$ cat src/rtl/bcd_disp_pkg.sv
// bcd_disp_pkg: shared BCD display types, limits and nibble helper
package bcd_disp_pkg;
  localparam logic [3:0] BCD_MAX = 4'd9;
  typedef logic [3:0] nibble_t;
  function automatic nibble_t get_nibble(input logic [31:0] v, input int i);
    return v[i*4 +: 4];
  endfunction
endpackage

$ cat src/rtl/bcd_refresh_timer.sv
// bcd_refresh_timer: slot prescaler, slot index and frame-boundary strobe for scan blocks
module bcd_refresh_timer #(
  parameter int DIV = 50000,
  parameter int N = 4,
  localparam int CW = $clog2(DIV),
  localparam int IW = $clog2(N)
) (
  input  logic          clk,
  input  logic          rst_n,
  output logic [CW-1:0] o_cnt,
  output logic [IW-1:0] o_idx,
  output logic          o_frame
);
  logic w_wrap;
  assign w_wrap = o_cnt == CW'(DIV - 1);
  assign o_frame = w_wrap && o_idx == IW'(N - 1);
  // prescaler counts a slot; index advances (mod N) as each slot ends
  always_ff @(posedge clk or negedge rst_n) begin
    if (!rst_n) begin
      o_cnt <= '0;
      o_idx <= '0;
    end else if (w_wrap) begin
      o_cnt <= '0;
      o_idx <= o_frame ? '0 : o_idx + 1'b1;
    end else begin
      o_cnt <= o_cnt + 1'b1;
    end
  end
endmodule

$ cat src/rtl/bcd_digit_scanner.sv
// bcd_digit_scanner: tear-free multiplexed BCD digit scanner with dead-time and leading-zero blanking
module bcd_digit_scanner
  import bcd_disp_pkg::*;
#(
  parameter int DIGITS = 4,
  parameter int REFRESH_DIV = 50000,
  parameter int DEAD = 2,
  localparam int CW = $clog2(REFRESH_DIV),
  localparam int IW = $clog2(DIGITS)
) (
  input  logic                  clk,
  input  logic                  rst_n,
  input  logic [4*DIGITS-1:0]   din,
  input  logic                  din_valid,
  output logic                  din_ready,
  input  logic                  lzb_en,
  output logic                  err,
  output logic [3:0]            bcd,
  output logic [DIGITS-1:0]     an_n
);
  logic [4*DIGITS-1:0] r_shadow, r_pending;
  logic                r_pend;
  logic [CW-1:0]       w_cnt;
  logic [IW-1:0]       w_idx;
  logic                w_frame, w_xfer, w_bad, w_zero, w_lit;
  logic [DIGITS-1:0]   w_blank, w_sel;

  bcd_refresh_timer #(.DIV(REFRESH_DIV), .N(DIGITS)) u_timer (
    .clk(clk), .rst_n(rst_n), .o_cnt(w_cnt), .o_idx(w_idx), .o_frame(w_frame)
  );

  assign din_ready = !r_pend;
  assign w_xfer = din_valid && !r_pend;
  assign w_sel = DIGITS'(1) << w_idx;
  assign w_lit = w_cnt >= CW'(DEAD) && !w_blank[w_idx];

  // reject offers containing any non-BCD nibble
  always_comb begin
    w_bad = 1'b0;
    for (int i = 0; i < DIGITS; i++) w_bad = w_bad | (get_nibble(32'(din), i) > BCD_MAX);
  end

  // a digit is blanked when it and every more-significant digit are zero; digit 0 always shows
  always_comb begin
    w_blank = '0;
    w_zero = 1'b1;
    for (int i = DIGITS - 1; i > 0; i--) begin
      w_zero = w_zero && get_nibble(32'(r_shadow), i) == 4'd0;
      w_blank[i] = lzb_en && w_zero;
    end
  end

  // accept into pending, promote to shadow only at a frame boundary, register display outputs
  always_ff @(posedge clk or negedge rst_n) begin
    if (!rst_n) begin
      r_shadow <= '0;
      r_pending <= '0;
      r_pend <= 1'b0;
      err <= 1'b0;
      bcd <= 4'd0;
      an_n <= '1;
    end else begin
      err <= w_xfer && w_bad;
      if (w_xfer && !w_bad) begin
        r_pending <= din;
        r_pend <= 1'b1;
      end else if (w_frame && r_pend) begin
        r_shadow <= r_pending;
        r_pend <= 1'b0;
      end
      bcd <= get_nibble(32'(r_shadow), int'(w_idx));
      an_n <= w_lit ? ~w_sel : '1;
    end
  end
endmodule

$ cat config.mk
export PLATFORM = sky130hd
export DESIGN_NAME = bcd_digit_scanner
export DESIGN_NICKNAME = d
export VERILOG_FILES = /design/src/rtl/bcd_disp_pkg.sv /design/src/rtl/bcd_refresh_timer.sv /design/src/rtl/bcd_digit_scanner.sv
export SDC_FILE = /design/constraint.sdc
export NUM_CORES = 1
export LEC_CHECK = 0
export CAP_MARGIN = 20
export CORE_MARGIN = 3
export CORE_UTILIZATION = 59
export CTS_CLUSTER_DIAMETER = 80
export DETAILED_ROUTE_END_ITERATION = 12
export PLACE_DENSITY = 0.88
export SLEW_MARGIN = 5
export SYNTH_ARGS = -nofsm -noshare
export SYNTH_HDL_FRONTEND = slang
export SYNTH_HIERARCHICAL = 1
export SYNTH_SLANG_ARGS = --single-unit
$ cat constraint.sdc
create_clock -name clk -period 4 [get_ports clk]
set_input_delay 1 -clock clk [delete_from_list [all_inputs] [get_ports clk]]
set_output_delay 1 -clock clk [all_outputs]
set_load 0.03 [all_outputs]
* After elaboration in Yosys (flattened, before gate mapping)
Index checks and enable logic that the tools add are counted.
** Cells by class
- $add $sub $neg :: 2
- Magnitude comparators :: 6
- Equality and inequality tests :: 2
- Shifts and indexed selects :: 2
- Multiplexer cells :: 7
- Bitwise logic cells :: 5
- Reduce and logical (&&, ||, !) cells :: 19
** Operators by type and width (count)
- $shiftx A32 B5 Y4 :: 1
- $add A16 B1 Y16 const B :: 1
- $eq A16 B16 Y1 const B :: 1
- $ge A16 B2 Y1 const B :: 1
- $gt A4 B4 Y1 const B :: 4
- $mux W16 :: 1
- $logic_not A4 Y1 :: 3
- $logic_and A1 B1 Y1 :: 11
- $mux W4 :: 1
- $not A4 Y4 :: 1
- $shl A1 B2 Y4 const A :: 1
- $logic_not A1 Y1 :: 3
- $lt A2 B3 Y1 const B :: 1
- $mux W1 :: 3
- $or A1 B1 Y1 :: 3
- $add A2 B1 Y2 const B :: 1
- $bmux W1 S2 :: 1
- $eq A2 B2 Y1 const B :: 1
- $mux W2 :: 1
- $reduce_and A2 Y1 :: 1
- $reduce_bool A2 Y1 :: 1
- $not A1 Y1 :: 1
** Word-level totals
- Flip-flop bits (word level) :: 60
- Word-level logic and storage cells :: 51

* Depth between registers and ports, before layout
- Depth in word-level cells :: 9
- Gate-level depth with buffers :: 7
- Gate-level depth less buffers :: 6

* Cells and area by module
The synthesis kept the hierarchy.
** Modules (own cells, without submodules)
- bcd_digit_scanner :: times used 1, cells each 108, area an instance 1689.1 um^2
- bcd_refresh_timer :: times used 1, cells each 77, area an instance 894.6 um^2

* Least setup slack after synthesis
OpenSTA, ideal clock, no wires.
- Path type :: input-to-reg
- Start point :: input port din[10]
- End point :: register r_pending[0]
- Library setup time :: 0.125 ns
- Arrival time :: 2.193 ns
- Data required time :: 3.875 ns
- Slack :: 1.683 ns
- Cell stages on the path :: 5
- Path buffers :: 1
- Path through :: o21ai_0 nand4_1 nor3b_4 buf_6 mux2_2
** On the way
- Longest elaborated chain between the ends :: 5
** Ends and longest elaborated chain
- start, declared :: RTL line bcd_digit_scanner.sv:13 : input logic [4*DIGITS-1:0] din,
- $gt A4 B4 Y1 :: RTL line bcd_digit_scanner.sv:40 : for (int i = 0; i < DIGITS; i++) w_bad = w_bad | (get_nibble(32'(din), i) > BCD_MAX);
- $or A1 B1 Y1 (2 in series) :: RTL line bcd_digit_scanner.sv:40
- $logic_not A1 Y1 :: RTL line bcd_digit_scanner.sv:64 : if (w_xfer && !w_bad) begin
- $logic_and A1 B1 Y1 :: RTL line bcd_digit_scanner.sv:64
- end signal, assigned :: RTL line bcd_digit_scanner.sv:65 : r_pending <= din;
- end, declared :: RTL line bcd_digit_scanner.sv:21 : logic [4*DIGITS-1:0] r_shadow, r_pending;
No other way between the ends.
A chain may end at the register's enable or synchronous reset.

* Final worst setup path
- Start point :: input port din[2]
- End point :: register r_pending[3]
** On the way
- Longest elaborated chain between the ends :: 6
** Ends and longest elaborated chain (RTL line)
- $gt A4 B4 Y1 :: bcd_digit_scanner.sv:40
- $or A1 B1 Y1 (3 in series) :: bcd_digit_scanner.sv:40
- $logic_not A1 Y1 :: bcd_digit_scanner.sv:64
- $logic_and A1 B1 Y1 :: bcd_digit_scanner.sv:64
No other way between the ends.

==> metrics.cfg <==
[synthesis]
syn_nets = 207
yosysTopAreaCell = dfrtp_1
synthArstFlopShare_pct = 100
syn_area_mm2 = 0.00258
synth_top_cell_area_share_pct = 54.2
synth_cell_type_count = 40
synth-seq-cells = 60
avgSynthCellArea_um2 = 14.0
synth_cells = 185
ys_top_cells_by_area = dfrtp_1 54%, mux2_2 14%, dfstp_2 4.1%, mux4_2 3.5%, xnor2_1 2.0%
synth_edf_count = 0
ys_seq_area_share_pct = 58.3
yosys_warnings = 6
synth_flop_cell = dfrtp_1

[route]
vias = 1624
drc = 0
detail_route.wirelength_um = 4820
avgRoutedWirePerCell_um = 17.4
viasPerCell = 5.86
drt_first_pass_iters = 4
ant_nets = 0
drtIter0Drc = 150

[clock_network]
cts_setup_buffers = 0
cts_made_buffers = 9
cts_tree = yes
path_clk_slew_ns = 0.06
insertion_delay_ns = 0.33
hold_buffers = 0
clockRootBuffer = clkbuf_8
cts_resized = 0
numClockSinks = 60
htree_num_levels = 3
clockBufferDepth = 2

[sta]
slew_viol_final = 0
setup_viol = 0
post-route-period-util_pct = 73.7
worstMarginPinSlew_ns = 0.865
slew_headroom_pct = 42.3
hold_viol = 0
period_minus_slack_ns = 2.95
fmax_ghz = 0.339
rsz0062_at_grt = false
finClkSkew_ns = 0.00466
finalSetupTns_ns = 0

[pwr]
p_total_uw = 1140
powerDensity_mw_per_mm2 = 370
p_leak_uw = 0.00148
irDropWorstVdd_v = 0.000327

[grt]
grt_usage_pct = 21.3
grt_max_degree = 39
grt_pass1_wl_um = 8350
grt_overflow = 0
grt_pass1_vias = 1664
antenna_found_initial = 0

[hold_path]
holdPathStages = 1
hp-start = u_timer/o_cnt[0]
hold_class = flop to flop
hold_end = u_timer/o_cnt[0]

[place]
numPortBuffers = 29
gp_congestion = 0.859
hpwl_um = 3360

[critical_path]
start_kind = input pin
cp-end-kind = flop
path_class = input pin to flop
crit_arrival_ns = 3.16
r2r_end = r_shadow[9]
r2r_start = u_timer/o_cnt[4]
reg2reg_depth = 6
r2r_slack_ns = 1.65
critPathRequiredTime_ns = 4.21
path_max_fanout = 17

[floorplanning]
initial_core_util_pct = 62.8
core_mm2 = 0.00412
fp.dieArea_mm2 = 0.00521
die_width_um = 72.2
row_count = 23
fp.dieH_um = 72.2
ioPinCount = 30

[run]
drv_cap = 0

[finish]
fillers = 265
drive_above_1_share_pct = 27.8
final_cell_mix = 56 x dfrtp_1, 33 x mux2_2, 28 x clkdlybuf4s50_1
layout_commonest_cell = dfrtp_1
final_nets = 244
syn2layout_area_growth_pct = 19.7
n_antenna_cell = 0

[status]
status = finished, final reports clean

[kinds of logic after synthesis]
family          synth area share, %
compound gates                 2.03
flops                          58.3
mux                            19.3
simple gates                   14.5
buf+inv                        1.50
fa+ha+maj                     0.968
xor+xnor                       3.39
[layout make-up]
cell class	count	area [um2]	share of cell area (%)
inverter	3	11.3	0.364
multi-input combinational	118	1040	33.6
clock inverter	1	5.00	0.162
clock buffer	15	176	5.70
sequential	60	1510	48.7
tap	50	62.6	2.02
timing repair buffer	30	293	9.47
[synth_stat cells (2+ instances only)]
cell	count
nor3_1	2
inv_1	3
nand2_1	7
nor4b_2	2
nor3b_4	2
mux4_2	4
xor2_1	4
ha_1	2
nor4_1	6
nand4_1	7
dfrtp_1	56
nor2b_1	2
and3_1	2
dfstp_2	4
and4_1	3
nor2_1	9
nand3_1	6
o21ai_0	5
mux2_2	33
xnor2_1	6
[critical path: stages]
cell and delay (ns):
clkdlybuf4s50_1 0.43, o21ai_0 0.26, nand4_1 0.25, nor3b_4 0.79, mux2_2 0.42
[report_power, final]
group          switching [uW]  internal (uW)
logic                    18.9           20.7
registers                2.20            611
clock network             215            276
total                     237            907
[per-stage QoR]
step           hold WS [ns]  worst slack [ns]  util [%]  instance area [um2]  instances
2_1_floorplan         0.445              1.68         -                 2580        185
3_3_place_gp          0.468             0.831      70.8                 2910        261
3_5_place_dp          0.476             0.765      70.8                 2910        261
4_1_cts               0.485              1.06      75.2                 3090        277
5_1_grt               0.503             0.966      75.2                 3090        277
6_report              0.487              1.05      75.2                 3090        277
[flip-flops by register name (all words and copies together) (netlist names)]
| name | cells |
|---|---|
| r_pending | 16 |
| r_pend | 1 |
| u_timer/o_idx | 2 |
| err | 1 |
| an_n | 4 |
| r_shadow | 16 |
| bcd | 4 |
| u_timer/o_cnt | 16 |
[metal layers]
metal  share of wire (%)  global-route usage [%]  vias up
li1                    -                       -      753
met1                  47                    29.3      818
met2                  46                    31.9       43
met3                 4.3                    5.40       10
met4                 1.9                    10.0        0
met5                   0                       0        -
[worst max path at each step]
stage	from	end	slack (ns)	cells after the start
finish	din[2]	r_pending[3]	1.05	5
global route	din[2]	r_pending[3]	0.97	5
CTS	din[2]	r_pending[3]	1.06	5
detailed placement	din[14]	r_pending[12]	0.77	5
global placement	din[10]	r_pending[14]	0.83	5
floorplan	din[10]	r_pending[0]	1.68	5
Note: power is estimated with default switching activity, not from simulation.
